File: config.mk
export PLATFORM = sky130hd
export DESIGN_NAME = uart_rx_os16
export DESIGN_NICKNAME = d
export VERILOG_FILES = /design/src/rtl/uart_pkg.sv /design/src/rtl/uart_baud_tick.sv /design/src/rtl/uart_rx_os16.sv
export SDC_FILE = /design/constraint.sdc
export NUM_CORES = 1
export LEC_CHECK = 0
export CAP_MARGIN = 40
export CORE_ASPECT_RATIO = 1.4
export CORE_MARGIN = 2
export CORE_UTILIZATION = 60
export DETAILED_ROUTE_END_ITERATION = 8
export GPL_TIMING_DRIVEN = 0
export PLACE_DENSITY_LB_ADDON = 0.3
export REMOVE_ABC_BUFFERS = 1
export SKIP_LAST_GASP = 1
export SLEW_MARGIN = 40
export SYNTH_ARGS = -nofsm -noshare
export SYNTH_HDL_FRONTEND = slang
export SYNTH_HIERARCHICAL = 1
export SYNTH_SLANG_ARGS = --single-unit
File: constraint.sdc
create_clock -name clk -period 2.8 [get_ports clk]
set_input_delay 0.28 -clock clk [delete_from_list [all_inputs] [get_ports clk]]
set_output_delay 0.28 -clock clk [all_outputs]
set_load 0.005 [all_outputs]
File: src/rtl/uart_pkg.sv
// Shared UART definitions: receiver state encoding, parity modes and the
// 16x oversampling divider calculation.
package uart_pkg;

  typedef enum logic [2:0] {
    RX_IDLE,
    RX_START,
    RX_DATA,
    RX_PARITY,
    RX_STOP
  } rx_state_t;

  localparam int PAR_NONE = 0;
  localparam int PAR_EVEN = 1;
  localparam int PAR_ODD  = 2;

  // Clocks per 16x sample tick, truncated; must come out >= 2.
  function automatic int calc_div(input int clk_freq, input int baud_rate);
    return clk_freq / (baud_rate * 16);
  endfunction

  // Parity error for a received byte plus its parity bit.
  function automatic logic par_error(input int mode, input logic [7:0] data,
                                     input logic pbit);
    logic x;
    x = ^{data, pbit};
    case (mode)
      PAR_EVEN: return x;
      PAR_ODD:  return ~x;
      default:  return 1'b0;
    endcase
  endfunction

endpackage

File: src/rtl/uart_baud_tick.sv
// 16x oversampling tick: one-clk pulse every DIV clocks, restartable so the
// sample grid can be aligned to an external event.
module uart_baud_tick #(
  parameter int DIV = 6
) (
  input  logic clk,
  input  logic rst,
  input  logic clr,
  output logic tick
);

  localparam int CW = (DIV > 1) ? $clog2(DIV) : 1;

  logic [CW-1:0] cnt;

  assign tick = (cnt == CW'(DIV - 1));

  // Divider counter 0..DIV-1; clr restarts it from zero.
  always_ff @(posedge clk or negedge rst) begin
    if (!rst)             cnt <= '0;
    else if (clr || tick) cnt <= '0;
    else                  cnt <= cnt + 1'b1;
  end

endmodule

File: src/rtl/uart_rx_os16.sv
// 16x oversampling UART receiver with 3-sample majority vote, false-start
// rejection, optional parity check and stop-bit framing check.
//
//   state     | meaning
//   ----------+-------------------------------------------------------------
//   RX_IDLE   | waiting for a falling edge on rx_s (only once armed)
//   RX_START  | validating the start bit; majority 1 at sample 9 = glitch
//   RX_DATA   | shifting in 8 data bits, LSB first, at sample 9 of each bit
//   RX_PARITY | capturing the parity bit at sample 9
//   RX_STOP   | checking the stop bit at sample 9, then publishing the byte
module uart_rx_os16
  import uart_pkg::*;
#(
  parameter int CLK_FREQ  = 1000000,
  parameter int BAUD_RATE = 9600,
  parameter int PARITY    = 0
) (
  input  logic       clk,
  input  logic       rst,
  input  logic       rx,
  output logic [7:0] dout,
  output logic       done,
  output logic       ferr,
  output logic       perr,
  output logic       busy
);

  localparam int DIV = calc_div(CLK_FREQ, BAUD_RATE);

  rx_state_t  state, state_nx;
  logic       rx_m, rx_s;
  logic [1:0] sync_fill;
  logic       armed;
  logic       tick, start_det, finish;
  logic [3:0] samp;
  logic [2:0] bit_idx;
  logic       v7, v8, vote;
  logic       at_mid, at_end;
  logic [7:0] shreg;
  logic       par_bit;

  uart_baud_tick #(.DIV(DIV)) u_tick (
    .clk  (clk),
    .rst  (rst),
    .clr  (start_det),
    .tick (tick)
  );

  // Samples 7 and 8 are held; sample 9 is the live rx_s at the deciding tick.
  assign vote   = (v7 & v8) | (v7 & rx_s) | (v8 & rx_s);
  assign at_mid = tick && (samp == 4'd9);
  assign at_end = tick && (samp == 4'd15);
  assign busy   = (state != RX_IDLE);

  // Two-flop synchronizer; sync_fill marks when rx_s carries real line data
  // rather than its reset value, so a line held low through reset never arms.
  always_ff @(posedge clk or negedge rst) begin
    if (!rst) begin
      rx_m      <= 1'b1;
      rx_s      <= 1'b1;
      sync_fill <= 2'b00;
    end else begin
      rx_m      <= rx;
      rx_s      <= rx_m;
      sync_fill <= {sync_fill[0], 1'b1};
    end
  end

  // State register.
  always_ff @(posedge clk or negedge rst) begin
    if (!rst) state <= RX_IDLE;
    else      state <= state_nx;
  end

  // Next-state logic plus the start-detect and frame-complete strobes.
  always_comb begin
    state_nx  = state;
    start_det = 1'b0;
    finish    = 1'b0;
    case (state)
      RX_IDLE: begin
        if (armed && !rx_s) begin
          state_nx  = RX_START;
          start_det = 1'b1;
        end
      end
      RX_START: begin
        if (at_mid && vote) state_nx = RX_IDLE;
        else if (at_end)    state_nx = RX_DATA;
      end
      RX_DATA: begin
        if (at_end && bit_idx == 3'd7)
          state_nx = (PARITY != PAR_NONE) ? RX_PARITY : RX_STOP;
      end
      RX_PARITY: begin
        if (at_end) state_nx = RX_STOP;
      end
      RX_STOP: begin
        // Leave mid-stop-bit so a back-to-back start edge is not missed.
        if (at_mid) begin
          state_nx = RX_IDLE;
          finish   = 1'b1;
        end
      end
      default: state_nx = RX_IDLE;
    endcase
  end

  // Sample position, mid-bit votes, data shift register and parity capture.
  always_ff @(posedge clk or negedge rst) begin
    if (!rst) begin
      samp    <= '0;
      bit_idx <= '0;
      v7      <= 1'b1;
      v8      <= 1'b1;
      shreg   <= '0;
      par_bit <= 1'b0;
    end else begin
      if (start_det) begin
        samp    <= '0;
        bit_idx <= '0;
      end else if (tick) begin
        samp <= samp + 1'b1;
        if (state == RX_DATA && samp == 4'd15) bit_idx <= bit_idx + 1'b1;
      end
      if (tick && samp == 4'd7) v7 <= rx_s;
      if (tick && samp == 4'd8) v8 <= rx_s;
      if (state == RX_DATA && at_mid)   shreg   <= {vote, shreg[7:1]};
      if (state == RX_PARITY && at_mid) par_bit <= vote;
    end
  end

  // Arming: needs a real high on the line; a zero stop bit (break) disarms.
  always_ff @(posedge clk or negedge rst) begin
    if (!rst)                                         armed <= 1'b0;
    else if (finish)                                  armed <= vote;
    else if (state == RX_IDLE && rx_s && sync_fill[1]) armed <= 1'b1;
  end

  // Published results, held until the next completed frame.
  always_ff @(posedge clk or negedge rst) begin
    if (!rst) begin
      dout <= '0;
      done <= 1'b0;
      ferr <= 1'b0;
      perr <= 1'b0;
    end else begin
      done <= finish;
      if (finish) begin
        dout <= shreg;
        ferr <= ~vote;
        perr <= par_error(PARITY, shreg, par_bit);
      end
    end
  end

endmodule

==> out/results.ini <==
[outcome]
outcome=completed

[clocking]
post_cts_resized=0
clockBufferDepth=2
cts_tree=built
post-cts-setup-buffers=0
ctsHoldBuffers=1
clock_latency_ps=340
cts.sinks=38
root_buffer=clkbuf_4
cts.clk_slew.worst_paths_ps=110
cts_made_buffers=5
cts-htree-levels=2

[synth]
synth_edf_count=0
ys_types=35
yosys_warnings=6
ys_seq_elements=38
ys_seq_area_share_pct=57.8
synth_area_mm2=0.00165
async_reset_ff_share_pct=100
netlist_instances=126
synth_area_per_cell_um2=13.1
ys.flop_type=dfrtp_1

[power]
p_int_w=0.000808
vdd_drop_max_v=0.000464
p_seq_share_pct=57.1
comb_power_share_pct=16.9
clkPwrFrac_pct=26.1
leakagePower_nw=0.904
switching_share_pct=28.7
switchingPower_w=0.000325
power_density_mw_per_mm2=595

[global_routing]
grt_pass1_vias=983
globalRouteTotalUtil_pct=20.2
grt_pass1_wl_mm=4.74
globalRouteOverflowTotal=0
grt_antenna_before_repair=0
grt_max_degree=22

[final_layout]
diodes=0
area_growth_pct=15.2
nets=155
drive_above_1_share_pct=24.7

[routing]
remaining_drc_errors=0
drt-met1-wl_mm=1.08
wl_mm=2.61
ant_nets=0
vias=983
wl_met2_mm=1.43
dr_wl_met3_um=85
first_pass_iters=4
avgRoutedWirePerCell_um=14.3
vias_per_cell=5.40
drtIter0Drc=26
maxUsedRoutingLayer=met4

[setup_path]
endpoint_kind=flop
path_buf_inv=1
max_stage_delay_ps=400
path_max_fanout=11
arrival_ps=2360
crit_family=simple AND/OR/NAND/NOR gates
path_class=reg2reg
start_kind=flop
crit_chain=inv_1 -> ha_1 -> and2_1 -> and4b_1 -> nand2_1 -> mux2_2
crit_slowest_cell=dfrtp_1
worstPathRequired_ps=3030

[timing]
worst_pin_slew_ps=507
final.min_clock_period_ps=2130
max_clock_freq_mhz=469
layout_setup_ws_ps=670
setup_viol=0
relSlewSlack_pct=66.1
rsz0062_at_grt=no
skew_ps=6.27
final-max-slew-violation-count=0
finalSetupTns_ps=0
min_period_over_period_pct=76.1
hold_viol_final=0

[run]
cap_violations=0

[placement]
gp_congestion=0.745
hpwlAfterDp_mm=1.82
dp_slack_ps=708
port-buffer-count=13

[floorplan]
rows=22
start_util_pct=63.3
die_h_um=66.1
dieArea_mm2=0.00320
io_pins=15
core-area_mm2=0.00262
fp.dieW_um=48.4

[hold_path]
hold_path.class=in2reg

## area by class of cell
cell class                 instances  area [um2]
multi-input combinational         78         652
clock inverter                     2        12.5
fill                             202         709
clock buffer                       6        51.3
sequential                        38         956
inverter                           7        26.3
tap                               36        45.0
timing repair buffer              15         163
## flip-flops by register name, summed over array words and instances (netlist names)
signal	cells
armed	1
bit_idx	3
done	1
dout	8
ferr	1
rx_m	1
rx_s	1
samp	4
shreg	8
state	3
sync_fill	2
u_tick/cnt	3
v7	1
v8	1
## logic make-up (layout without fill, tap and decap cells)
group | Yosys count | count (layout) | synth area share [%]
flops | 38 | 38 | 57.8
simple gates | 31 | 31 | 12.4
mux | 21 | 21 | 14.1
compound gates | 13 | 13 | 4.92
buf+inv | 10 | 30 | 2.80
fa+ha+maj | 8 | 8 | 5.90
xor+xnor | 3 | 3 | 1.59
other cells | 2 | 2 | 0.454
## worst register-to-register path, stage by stage (launching register included)
cell and delay (ps):
dfrtp_1 400, inv_1 60, ha_1 180, and2_1 360, and4b_1 310, nand2_1 330
mux2_2 390
## synth_stat cells, types with 2 or more instances
cell / n / area share, %
a21oi_1: 4 / 1.2
buf_4: 2 / 0.91
conb_1: 2 / 0.45
dfrtp_1: 34 / 51
dfstp_2: 4 / 6.4
ha_1: 7 / 5.3
inv_1: 7 / 1.6
mux2_2: 19 / 13
mux2i_1: 2 / 1.2
nand2_1: 3 / 0.68
nand3_1: 2 / 0.61
nand3b_1: 2 / 0.91
nand4_1: 2 / 0.76
nand4b_1: 3 / 1.6
nor2_1: 7 / 1.6
nor3_1: 2 / 0.61
o21ai_0: 4 / 1.2
or3b_1: 2 / 1.1
xor2_1: 2 / 1.1
## cell usage in the layout, fill, tap and decap left out, drive strengths merged
cell type	count
dfrtp	34
mux2	19
clkdlybuf4s50	12
inv	7
nor2	7
ha	7
clkbuf	6
a21oi	5
o21ai	4
dfstp	4
nand2	3
nand4b	3
nor3b	3
nor3	2
nand4	2
nand3b	2
xor2	2
mux2i	2
nand3	2
or3b	2
conb	2
buf	2
and4b	1
and4	1
maj3	1
a41o	1
xnor2	1
a22o	1
a31oi	1
or3	1
clkinv	1
clkinvlp	1
dlygate4sd3	1
and2	1
a21o	1
nand2b	1
## final timing paths
kind,start,endpoint,slack [ps],depth (start not counted)
max,u_tick/cnt[1]$_DFF_PN0_,dout[3]$_DFFE_PN0P_,670,6
min,rx,rx_m$_DFF_PN1_,340,1
max reg2reg,u_tick/cnt[1]$_DFF_PN0_,dout[3]$_DFFE_PN0P_,670,6
min reg2reg,rx_m$_DFF_PN1_,rx_s$_DFF_PN1_,360,0
max in group asynchronous,rst,rx_s$_DFF_PN1_,1880,3
min in group asynchronous,rst,dout[0]$_DFFE_PN0P_,390,2
## metrics by stage
stage | power, W | cells | utilization [%] | area [um2] | hold slack [ps]
after detailed placement | 0.000848 | 173 | 70.0 | 1830 | 242
after CTS | 0.00115 | 182 | 72.9 | 1910 | 321
after global routing | 0.00121 | 182 | 72.9 | 1910 | 305
after floorplan | 0.000779 | 123 | - | 1630 | -15.6
after global placement | 0.000820 | 172 | 69.2 | 1810 | 333
final | 0.00113 | 182 | 72.9 | 1910 | 339
## routing by layer
metal | GRT usage [%] | vias up
met3 | 6.33 | 2
met1 | 24.0 | 481
met2 | 33.9 | 15
met4 | 8.93 | 0
li1 | - | 485
met5 | 0 | -
## power by group through the flow
stage                     Sequential (W)  Clock (W)  Combinational [W]
after floorplan                 0.000646          0           0.000133
after global placement          0.000651          0           0.000168
after detailed placement        0.000658          0           0.000190
after CTS                       0.000648   0.000306           0.000195
after global routing            0.000658   0.000328           0.000229
final                           0.000647   0.000296           0.000191
Note: power is estimated with default switching activity, not from simulation.
